<file path="src/rtl/spi_read_target_if.sv">
// Word-wide read port between the SPI flash-emulation target and a memory arbiter.
// The target is the requester (master); the memory side answers (slave).
interface spi_read_target_if;
    logic [15:0] addr;
    logic        addr_valid;
    logic [15:0] data;
    logic        data_valid;

    modport master (
        output addr,
        output addr_valid,
        input  data,
        input  data_valid
    );

    modport slave (
        input  addr,
        input  addr_valid,
        output data,
        output data_valid
    );
endinterface

</file>
<file path="src/rtl/spi_read_target.sv">
// SPI mode-0 target answering the serial-flash READ (0x03) command from a 16-bit read port.
// All SPI pins are oversampled by clk_in; bytes stream until chip select rises.
module spi_read_target #(
    parameter int unsigned CLK_RATIO_MIN = 16
) (
    input  logic clk_in,
    input  logic reset_n_in,
    input  logic sclk_in,
    input  logic cs_in,
    input  logic mosi_in,
    output logic miso_out,
    output logic miso_oe_out,
    output logic busy_out,
    spi_read_target_if.master bus
);

    // Synchronizer plus registered edge detect needs at least 4 clocks per sclk half period.
    if (CLK_RATIO_MIN < 8) begin : g_ratio_chk
        $error("CLK_RATIO_MIN too small for the pin sampling latency");
    end

    typedef enum logic [2:0] {StIdle, StCmd, StAddr, StData, StIgnore} state_e;

    localparam logic [7:0] ReadCmd = 8'h03;

    logic [1:0]  rst_sync_q;
    logic        rst_n;
    logic [2:0]  sclk_sync_q;
    logic [2:0]  cs_sync_q;
    logic [1:0]  mosi_sync_q;
    logic        sclk_rise_q;
    logic        sclk_fall_q;
    logic        cs_rise_q;
    logic        cs_fall_q;
    logic        mosi_smp_q;

    state_e      state_q;
    logic [4:0]  bit_cnt_q;
    logic [7:0]  cmd_q;
    logic [15:0] ptr_q;
    logic [15:0] word_buf_q;
    logic        pending_q;
    logic        first_q;
    logic [2:0]  tx_cnt_q;
    logic [7:0]  tx_shift_q;
    logic        miso_q;
    logic        miso_oe_q;
    logic        busy_q;
    logic [15:0] addr_q;
    logic        addr_valid_q;

    logic [15:0] next_ptr;
    logic [7:0]  next_byte;
    logic [15:0] addr_shift;
    logic [7:0]  cmd_shift;

    // Reset asserts asynchronously but releases on a clock edge.
    always_ff @(posedge clk_in or negedge reset_n_in) begin
        if (!reset_n_in) begin
            rst_sync_q <= 2'b00;
        end else begin
            rst_sync_q <= {rst_sync_q[0], 1'b1};
        end
    end

    assign rst_n = rst_sync_q[1];

    always_ff @(posedge clk_in or negedge rst_n) begin
        if (!rst_n) begin
            sclk_sync_q <= 3'b000;
            cs_sync_q   <= 3'b111;
            mosi_sync_q <= 2'b00;
            sclk_rise_q <= 1'b0;
            sclk_fall_q <= 1'b0;
            cs_rise_q   <= 1'b0;
            cs_fall_q   <= 1'b0;
            mosi_smp_q  <= 1'b0;
        end else begin
            sclk_sync_q <= {sclk_sync_q[1:0], sclk_in};
            cs_sync_q   <= {cs_sync_q[1:0], cs_in};
            mosi_sync_q <= {mosi_sync_q[0], mosi_in};
            sclk_rise_q <= sclk_sync_q[1] & ~sclk_sync_q[2];
            sclk_fall_q <= ~sclk_sync_q[1] & sclk_sync_q[2];
            cs_rise_q   <= cs_sync_q[1] & ~cs_sync_q[2];
            cs_fall_q   <= ~cs_sync_q[1] & cs_sync_q[2];
            // Delayed alongside the edge flags so it lines up with sclk_rise_q.
            mosi_smp_q  <= mosi_sync_q[1];
        end
    end

    always_comb begin
        next_ptr   = first_q ? ptr_q : ptr_q + 16'd1;
        next_byte  = next_ptr[0] ? word_buf_q[7:0] : word_buf_q[15:8];
        addr_shift = {ptr_q[14:0], mosi_smp_q};
        cmd_shift  = {cmd_q[6:0], mosi_smp_q};
    end

    always_ff @(posedge clk_in or negedge rst_n) begin
        if (!rst_n) begin
            state_q      <= StIdle;
            bit_cnt_q    <= 5'd0;
            cmd_q        <= 8'h00;
            ptr_q        <= 16'h0000;
            word_buf_q   <= 16'h0000;
            pending_q    <= 1'b0;
            first_q      <= 1'b0;
            tx_cnt_q     <= 3'd0;
            tx_shift_q   <= 8'h00;
            miso_q       <= 1'b0;
            miso_oe_q    <= 1'b0;
            busy_q       <= 1'b0;
            addr_q       <= 16'h0000;
            addr_valid_q <= 1'b0;
        end else begin
            addr_valid_q <= 1'b0;
            if (cs_rise_q) begin
                state_q   <= StIdle;
                bit_cnt_q <= 5'd0;
                tx_cnt_q  <= 3'd0;
                pending_q <= 1'b0;
                miso_q    <= 1'b0;
                miso_oe_q <= 1'b0;
                busy_q    <= 1'b0;
            end else begin
                case (state_q)
                    StIdle: begin
                        if (cs_fall_q) begin
                            state_q   <= StCmd;
                            bit_cnt_q <= 5'd0;
                        end
                    end
                    StCmd: begin
                        if (sclk_rise_q) begin
                            cmd_q     <= cmd_shift;
                            bit_cnt_q <= bit_cnt_q + 5'd1;
                            if (bit_cnt_q == 5'd7) begin
                                bit_cnt_q <= 5'd0;
                                if (cmd_shift == ReadCmd) begin
                                    state_q <= StAddr;
                                    busy_q  <= 1'b1;
                                end else begin
                                    state_q <= StIgnore;
                                end
                            end
                        end
                    end
                    StAddr: begin
                        if (sclk_rise_q) begin
                            // Upper address byte simply falls off the top of ptr_q.
                            ptr_q     <= addr_shift;
                            bit_cnt_q <= bit_cnt_q + 5'd1;
                            if (bit_cnt_q == 5'd23) begin
                                bit_cnt_q    <= 5'd0;
                                addr_q       <= {addr_shift[15:1], 1'b0};
                                addr_valid_q <= 1'b1;
                                pending_q    <= 1'b1;
                                first_q      <= 1'b1;
                                tx_cnt_q     <= 3'd0;
                                miso_oe_q    <= 1'b1;
                                state_q      <= StData;
                            end
                        end
                    end
                    StData: begin
                        if (pending_q && bus.data_valid) begin
                            word_buf_q <= bus.data;
                            pending_q  <= 1'b0;
                        end
                        if (sclk_fall_q) begin
                            tx_cnt_q <= tx_cnt_q + 3'd1;
                            if (tx_cnt_q == 3'd0) begin
                                ptr_q      <= next_ptr;
                                first_q    <= 1'b0;
                                miso_q     <= next_byte[7];
                                tx_shift_q <= {next_byte[6:0], 1'b0};
                                // Odd byte is the last use of this word: fetch the next one now.
                                if (next_ptr[0]) begin
                                    addr_q       <= {next_ptr[15:1] + 15'd1, 1'b0};
                                    addr_valid_q <= 1'b1;
                                    pending_q    <= 1'b1;
                                end
                            end else begin
                                miso_q     <= tx_shift_q[7];
                                tx_shift_q <= {tx_shift_q[6:0], 1'b0};
                            end
                        end
                    end
                    StIgnore: begin
                    end
                    default: state_q <= StIdle;
                endcase
            end
        end
    end

    assign miso_out       = miso_q;
    assign miso_oe_out    = miso_oe_q;
    assign busy_out       = busy_q;
    assign bus.addr       = addr_q;
    assign bus.addr_valid = addr_valid_q;

endmodule
</file>
<file path="src/flat_wrapper.sv">
// flat-port wrapper written by rule: the top's interface ports become plain ports
module spi_read_target_flat 
#(
    parameter int unsigned CLK_RATIO_MIN = 16
)
  (clk_in, reset_n_in, sclk_in, cs_in, mosi_in, miso_out, miso_oe_out, busy_out, bus_addr, bus_addr_valid, bus_data, bus_data_valid);
  spi_read_target_if bus_i ();
  input  logic clk_in;
  input  logic reset_n_in;
  input  logic sclk_in;
  input  logic cs_in;
  input  logic mosi_in;
  output logic miso_out;
  output logic miso_oe_out;
  output logic busy_out;
  output wire logic [$bits(bus_i.addr)-1:0] bus_addr;
  output wire logic [$bits(bus_i.addr_valid)-1:0] bus_addr_valid;
  input wire logic [$bits(bus_i.data)-1:0] bus_data;
  input wire logic [$bits(bus_i.data_valid)-1:0] bus_data_valid;
  assign bus_addr = bus_i.addr;
  assign bus_addr_valid = bus_i.addr_valid;
  assign bus_i.data = bus_data;
  assign bus_i.data_valid = bus_data_valid;
  spi_read_target #(.CLK_RATIO_MIN(CLK_RATIO_MIN)) u_core (.clk_in(clk_in), .reset_n_in(reset_n_in), .sclk_in(sclk_in), .cs_in(cs_in), .mosi_in(mosi_in), .miso_out(miso_out), .miso_oe_out(miso_oe_out), .busy_out(busy_out), .bus(bus_i));
endmodule
</file>
<file path="config.mk">
export PLATFORM = sky130hd
export DESIGN_NAME = spi_read_target_flat
export DESIGN_NICKNAME = d
export VERILOG_FILES = /design/src/rtl/spi_read_target_if.sv /design/src/rtl/spi_read_target.sv /design/src/flat_wrapper.sv
export SDC_FILE = /design/constraint.sdc
export NUM_CORES = 1
export LEC_CHECK = 0
export ABC_AREA = 1
export CORE_ASPECT_RATIO = 1.2
export CORE_MARGIN = 4
export CORE_UTILIZATION = 35
export DETAILED_ROUTE_END_ITERATION = 8
export GPL_ROUTABILITY_DRIVEN = 1
export PLACE_DENSITY_LB_ADDON = 0.3
export SETUP_SLACK_MARGIN = 0.4
export SKIP_CTS_REPAIR_TIMING = 1
export SLEW_MARGIN = 20
export SYNTH_ARGS = -nofsm -noshare
export SYNTH_HDL_FRONTEND = slang
export SYNTH_SLANG_ARGS = --single-unit
</file>
<file path="constraint.sdc">
create_clock -name clk_in -period 4.1 [get_ports clk_in]
set_clock_uncertainty 0.2 [all_clocks]
set_input_delay 0.615 -clock clk_in [delete_from_list [all_inputs] [get_ports clk_in]]
set_output_delay 0.615 -clock clk_in [all_outputs]
set_load 0.02 [all_outputs]
</file>
==> results of run 1 <==
==> report_power, final <==
part	internal, mW	leakage, nW	total [mW]	switching (mW)
registers	1.11	1.21	1.27	0.164
logic	0.370	1.33	0.940	0.569
clock network	0.457	0.139	0.782	0.326
total	1.94	2.68	3.00	1.06
==> sequential cells by signal (all words and copies together) (netlist names), 2 cells and up <==
register            flops
u_core.sclk_sync_q      3
u_core.word_buf_q      16
u_core.cmd_q            7
u_core.rst_sync_q       2
u_core.tx_shift_q       7
u_core.tx_cnt_q         3
u_core.ptr_q           16
u_core.mosi_sync_q      2
u_core.bus.addr        15
u_core.cs_sync_q        3
u_core.state_q          3
u_core.bit_cnt_q        5
==> path summary, 6_finish.rpt <==
| kind | start | depth (start not counted) | to | slack [ps] |
|---|---|---|---|---|
| worst max-delay path | u_core.state_q[1] | 8 | u_core.bus.addr[15] | 1300 |
| worst min-delay path | u_core.sclk_sync_q[0] | 0 | u_core.sclk_sync_q[1] | 150 |
| worst max register to register | u_core.state_q[1] | 8 | u_core.bus.addr[15] | 1300 |
| worst min register to register | u_core.sclk_sync_q[0] | 0 | u_core.sclk_sync_q[1] | 150 |
| max in group asynchronous | u_core.rst_sync_q[1] | 1 | u_core.bus.addr[4] | 2590 |
| min in group asynchronous | reset_n_in | 1 | u_core.rst_sync_q[1] | 230 |
==> cells in the mapped netlist (all sizes together) <==
cell and instances:
nor3 4, o31ai 1, clkbuf 6, o211ai 1, ha 5, conb 2, a22oi 1, dfrtp 90
or2 6, a32o 1, nand2 139, o21ai 48, nand4 11, a21oi 28, nor4 2, nand3 36
a2bb2oi 6, buf 10, dfstp 3, xnor2 1, xor2 2, o21a 1, inv 79, o22ai 2
nand3b 4, nor2 96, a31oi 14, mux2 14
==> cell type report <==
cell class	instances	area (sq um)	share of cell area [%]
sequential	93	2330	40.3
multi-input combinational	425	2250	39.0
timing repair buffer	41	408	7.05
inverter	79	297	5.12
clock buffer	14	274	4.74
tap	171	214	3.70
clock inverter	1	5.00	0.0865
==> layer usage <==
metal  share of wire, %  track usage, %
met2                 51            24.5
met4                2.3            6.22
met3                2.6            2.27
met1                 44            18.6
met5                  0               0
==> logic make-up (layout without fill, tap and decap cells) <==
group                    count (synthesis)  count (layout)  share of synthesized area (%)
other                                    2               2                          0.151
XOR/XNOR                                 3               3                          0.528
buffers and inverters                   95             135                           7.87
flip-flops                              93              93                           46.8
AO/OA/AOI/OAI                          103             103                           11.5
multiplexers                            14              14                           3.17
AND/OR/NAND/NOR                        298             298                           28.7
adder cells (fa/ha/maj)                  5               5                           1.26
==> metrics by stage <==
stage,util [%],instance area [sq um],power (mW),setup slack [ps]
after detailed placement,39.7,5510,2.23,1340
after CTS,41.7,5790,3.04,1310
after global placement,39.7,5510,2.20,1440
after global routing,41.7,5790,3.22,1120
after floorplan,-,4980,1.90,1120
final,41.7,5790,3.00,1300
==> metrics.md, run 1 <==
| Metric | Value |
|---|---|
| Status | complete, no violations |
| Layout Nets | 676 |
| CP delay by family, top | simple AND/OR/NAND/NOR gates |
| Pwr Density | 518 mW/mm^2 |
| TritonCTS clock tree | yes |
| Die area | 0.0162 sq mm |
| Core Box Area | 0.0139 sq mm |
| Most common cell after layout, fill and taps aside | nand2_1 |
| Worst slew pin tran | 903 ps |
| Worst setup SP type | register |
| H-tree depth | 3 |
| Area Growth Syn to Fin | 16.3% |
| Max-cap violations | 0 |
| Area leader, netlist | dfrtp_1 |
| Dpl hpwl | 8090 microns |
| Slew headroom | 39.8% |
| Worst hold path type | reg2reg |
| CP peak stage delay | 510 ps |
| Critical path's slowest cell | nor2_4 |
| Die X | 117 microns |
| Site Rows | 47 |
| Antenna diodes | 0 |
| Worst IR drop on VDD | 0.316 mV |
| Initial Utilization | 35.9% |
| Vias/cell | 4.94 |
| DRC Markers | 0 |
| Most frequent cells in the layout | 127 x nand2_1, 89 x dfrtp_1, 83 x nor2_1 |
| Post-layout min period | 2800 ps |
| Fin cells | 824 |
| Fin crit share | 68.4% |
| Vias | 4074 |
| Placer Congestion | 0.796 |
| Fill cells | 1435 |
| Post-synthesis sequential area ratio | 46.8% |
| Required @ worst endpoint | 4140 ps |
| Area share of the leading cell type in the synthesized netlist | 45.2% |
| WS Path Type | reg2reg |
| Warnings, synthesis | 0 |
| Vias in the first global route | 4051 |
| RSZ-0062 raised after global routing | false |
| First-pass GRT wire length | 19100 microns |
| Setup violators final | 0 |
| CP Buf/Inv Count | 2 |
| Num CTS Buffers | 9 |
| Pin count of the biggest net entering global routing | 70 |
| Count of cell types in the netlist | 42 |
| GRT overflow | 0 |
| Top post-synthesis cells by area | dfrtp_1 45%, nand2_1 9.6%, nor2_1 6.3% |
| Clock latency on the worst-skew pair | 340 ps |
| Post-Syn Nets | 640 |
| Crit-path cells | nand2_1 > nor2_4 > inv_2 > o211ai_1 > nor2_4 > or2_2 > nand2_1 > inv_1 |
| Mapped cell area | 0.00498 sq mm |
| Maximum fanout along the worst path | 28 |
| PortBufs | 40 |
| CTS Buffer Depth | 2 |
| Clock sink count | 93 |
| Synth Area per Inst | 8.12 sq um |
| Final wirelength | 11100 microns |
| Total GRT Usage | 14.7% |
| Final Hold Viols | 0 |
| Slew Limit Fails | 0 |
| Share of cells above drive strength 1 | 11.3% |
| Initial drt markers | 267 |
| CP endpoint kind | register |
| Initial antenna violation count | 0 |
| Reg clk slew, reported paths | 60 ps |
| CP arrival | 2850 ps |
| Root Buffer | clkbuf_16 |
| Post-Syn Instances | 613 |
| TritonRoute pass-1 iters | 5 |
| Ports | 42 |
| Max Freq | 0.357 GHz |
| DIE HEIGHT | 139 microns |
| Remaining antenna violation count | 0 |
| Leakage | 2.68 nW |
| Placed Cells | 809 |
| Synth Register Bits | 93 |
| DR WL/cell | 13.4 microns |
| Setup TNS | 0 ps |
| Hold_ws | 150 ps |
Power figures use the tool's default switching activity.
==> run 2, diff against run 1 <==
==> constraint.sdc (replaced) <==
create_clock -name clk_in -period 2.8 [get_ports clk_in]
set_clock_uncertainty 0.2 [all_clocks]
set_input_delay 0.42 -clock clk_in [delete_from_list [all_inputs] [get_ports clk_in]]
set_output_delay 0.42 -clock clk_in [all_outputs]
set_load 0.02 [all_outputs]
==> run 2 against run 1 <==
  * Critical path depth rose by 6
  * Via count rose by 2.6%
  * Worst setup slack got worse by 790 ps
  * Clock power rose by 43%
  * Hold slack got worse by 120 ps
  * Global-route usage barely moved
  * Critical path type unchanged
  * Highest routed layer unchanged
==> metrics.md, run 2 (same netlist as run 1, synthesis figures left out) <==
| Metric | Value |
|---|---|
| Max-cap violations | 0 |
| Initial Utilization | 35.9% |
| Area Growth Syn to Fin | 19.5% |
| DRC Markers | 0 |
| Clock sink count | 93 |
| Most common cell after layout, fill and taps aside | nand2_1 |
| Setup violators final | 0 |
| Critical path's slowest cell | dfrtp_1 |
| CP most frequent cell | nand2_1 |
| Worst hold path type | in2async |
| Layout Nets | 690 |
| Design Area, Final | 0.00595 sq mm |
| CP Buf/Inv Count | 2 |
| Dpl hpwl | 8140 microns |
| Share of cells above drive strength 1 | 14.2% |
| Most frequent cells in the layout | 127 x nand2_1, 89 x dfrtp_1, 81 x nor2_1 |
| Core Box Area | 0.0139 sq mm |
| H-tree depth | 3 |
| CP delay by family, top | simple AND/OR/NAND/NOR gates |
| Dpl cell area | 0.00556 sq mm |
| Worst setup SP type | register |
| TritonRoute pass-1 iters | 5 |
| Pwr Density | 745 mW/mm^2 |
| Slew Limit Fails | 0 |
| Die X | 117 microns |
| Site Rows | 47 |
| Die area | 0.0162 sq mm |
| Ports | 42 |
| Worst IR drop on VDD | 0.462 mV |
| Setup TNS | 0 ps |
| Initial antenna violation count | 0 |
| Max Freq | 0.436 GHz |
| Final wirelength | 11100 microns |
| Slew headroom | 66.5% |
| RSZ-0062 raised after global routing | true |
| CP endpoint kind | register |
| Worst slew pin tran | 502 ps |
| CP peak stage delay | 410 ps |
| Reg clk slew, reported paths | 70 ps |
| Initial drt markers | 160 |
| CP arrival | 2340 ps |
| Required @ worst endpoint | 2850 ps |
| Busiest grt layer | met2 |
| Total GRT Usage | 14.7% |
| Final Hold Viols | 0 |
| Vias in the first global route | 4174 |
| First-pass GRT wire length | 19200 microns |
| Num CTS Buffers | 9 |
| PortBufs | 40 |
| Crit-path cells | ha_2 > inv_1 > o21a_1 > inv_2 > ha_4 > nand3_4 > nor2_4 > nand3_4 > nor2_4 > nand2_1 > nand2_1 > nand2_1 > nor2_1 > nor2_1 |
| Post-layout min period | 2300 ps |
| DR WL/cell | 13.3 microns |
| Status | complete, no violations |
| TritonCTS clock tree | yes |
| Vias/cell | 4.98 |
| Antenna diodes | 0 |
| Remaining antenna violation count | 0 |
| Root Buffer | clkbuf_16 |
| Met1 Usage GRT | 18.6% |
| Global Route met3 Usage | 3.45% |
| Pin count of the biggest net entering global routing | 58 |
| Power consumption | 4.43 mW |
| Fin crit share | 82.0% |
| DIE HEIGHT | 139 microns |
| Maximum fanout along the worst path | 5 |
| Vias | 4179 |
| Placer Congestion | 0.836 |
| Met2 Track Usage GR | 23.9% |
| Clock latency on the worst-skew pair | 350 ps |
| WS Path Type | reg2reg |
| CTS Buffer Depth | 2 |
| Leakage | 2.73 nW |
| GRT overflow | 0 |
==> run 2: worst paths after layout <==
check                                 startpoint  slack [ps]                    end  cells after the start
max                              u_core.ptr_q[0]         500    u_core.bus.addr[13]                     14
min                                   reset_n_in          30   u_core.rst_sync_q[1]                      1
max reg2reg                      u_core.ptr_q[0]         500    u_core.bus.addr[13]                     14
min reg2reg                 u_core.rst_sync_q[1]         100   u_core.word_buf_q[7]                      0
max in group asynchronous   u_core.rst_sync_q[1]        1600    u_core.cs_sync_q[0]                      1
min in group clk_in        u_core.mosi_sync_q[0]         150  u_core.mosi_sync_q[1]                      0
==> run 2: power breakdown <==
group          switching, mW  total, mW  leakage, nW  internal [mW]
logic                  0.863       1.46         1.39          0.598
registers              0.221       1.84         1.21           1.62
clock network          0.497       1.12        0.130          0.627
total                   1.58       4.43         2.73           2.85
==> run 2: cell type report <==
cell class | count | area, sq um
timing repair buffer | 55 | 538
multi-input combinational | 425 | 2290
tap | 171 | 214
clock inverter | 3 | 21.3
clock buffer | 13 | 250
fill | 1379 | 7930
sequential | 93 | 2330
inverter | 79 | 300
==> run 2: per-stage QoR <==
stage	utilization [%]	worst slack (ps)	hold slack (ps)	std cells
2_1_floorplan	-	621	-75.6	613
6_report	42.8	504	31.3	839
3_5_place_dp	40.0	399	111	814
3_3_place_gp	40.0	496	104	814
4_1_cts	42.0	386	16.5	830
5_1_grt	42.8	380	16.0	839
==> run 2: worst reg2reg max path: cells and delay by family (launching register included) <==
kind,cells,cell delay [ps]
DFF,1,410
adders and majority gates,2,460
and+or+nand+nor,9,810
buffers and inverters,2,130
AOI/OAI and AO/OA,1,200
==> run 2: per-layer routing <==
layer / vias to the layer above / part of all wire [%]
met5: - / 0
met4: 0 / 2.4
met3: 18 / 3.5
met2: 71 / 51
met1: 2003 / 43
li1: 2087 / -
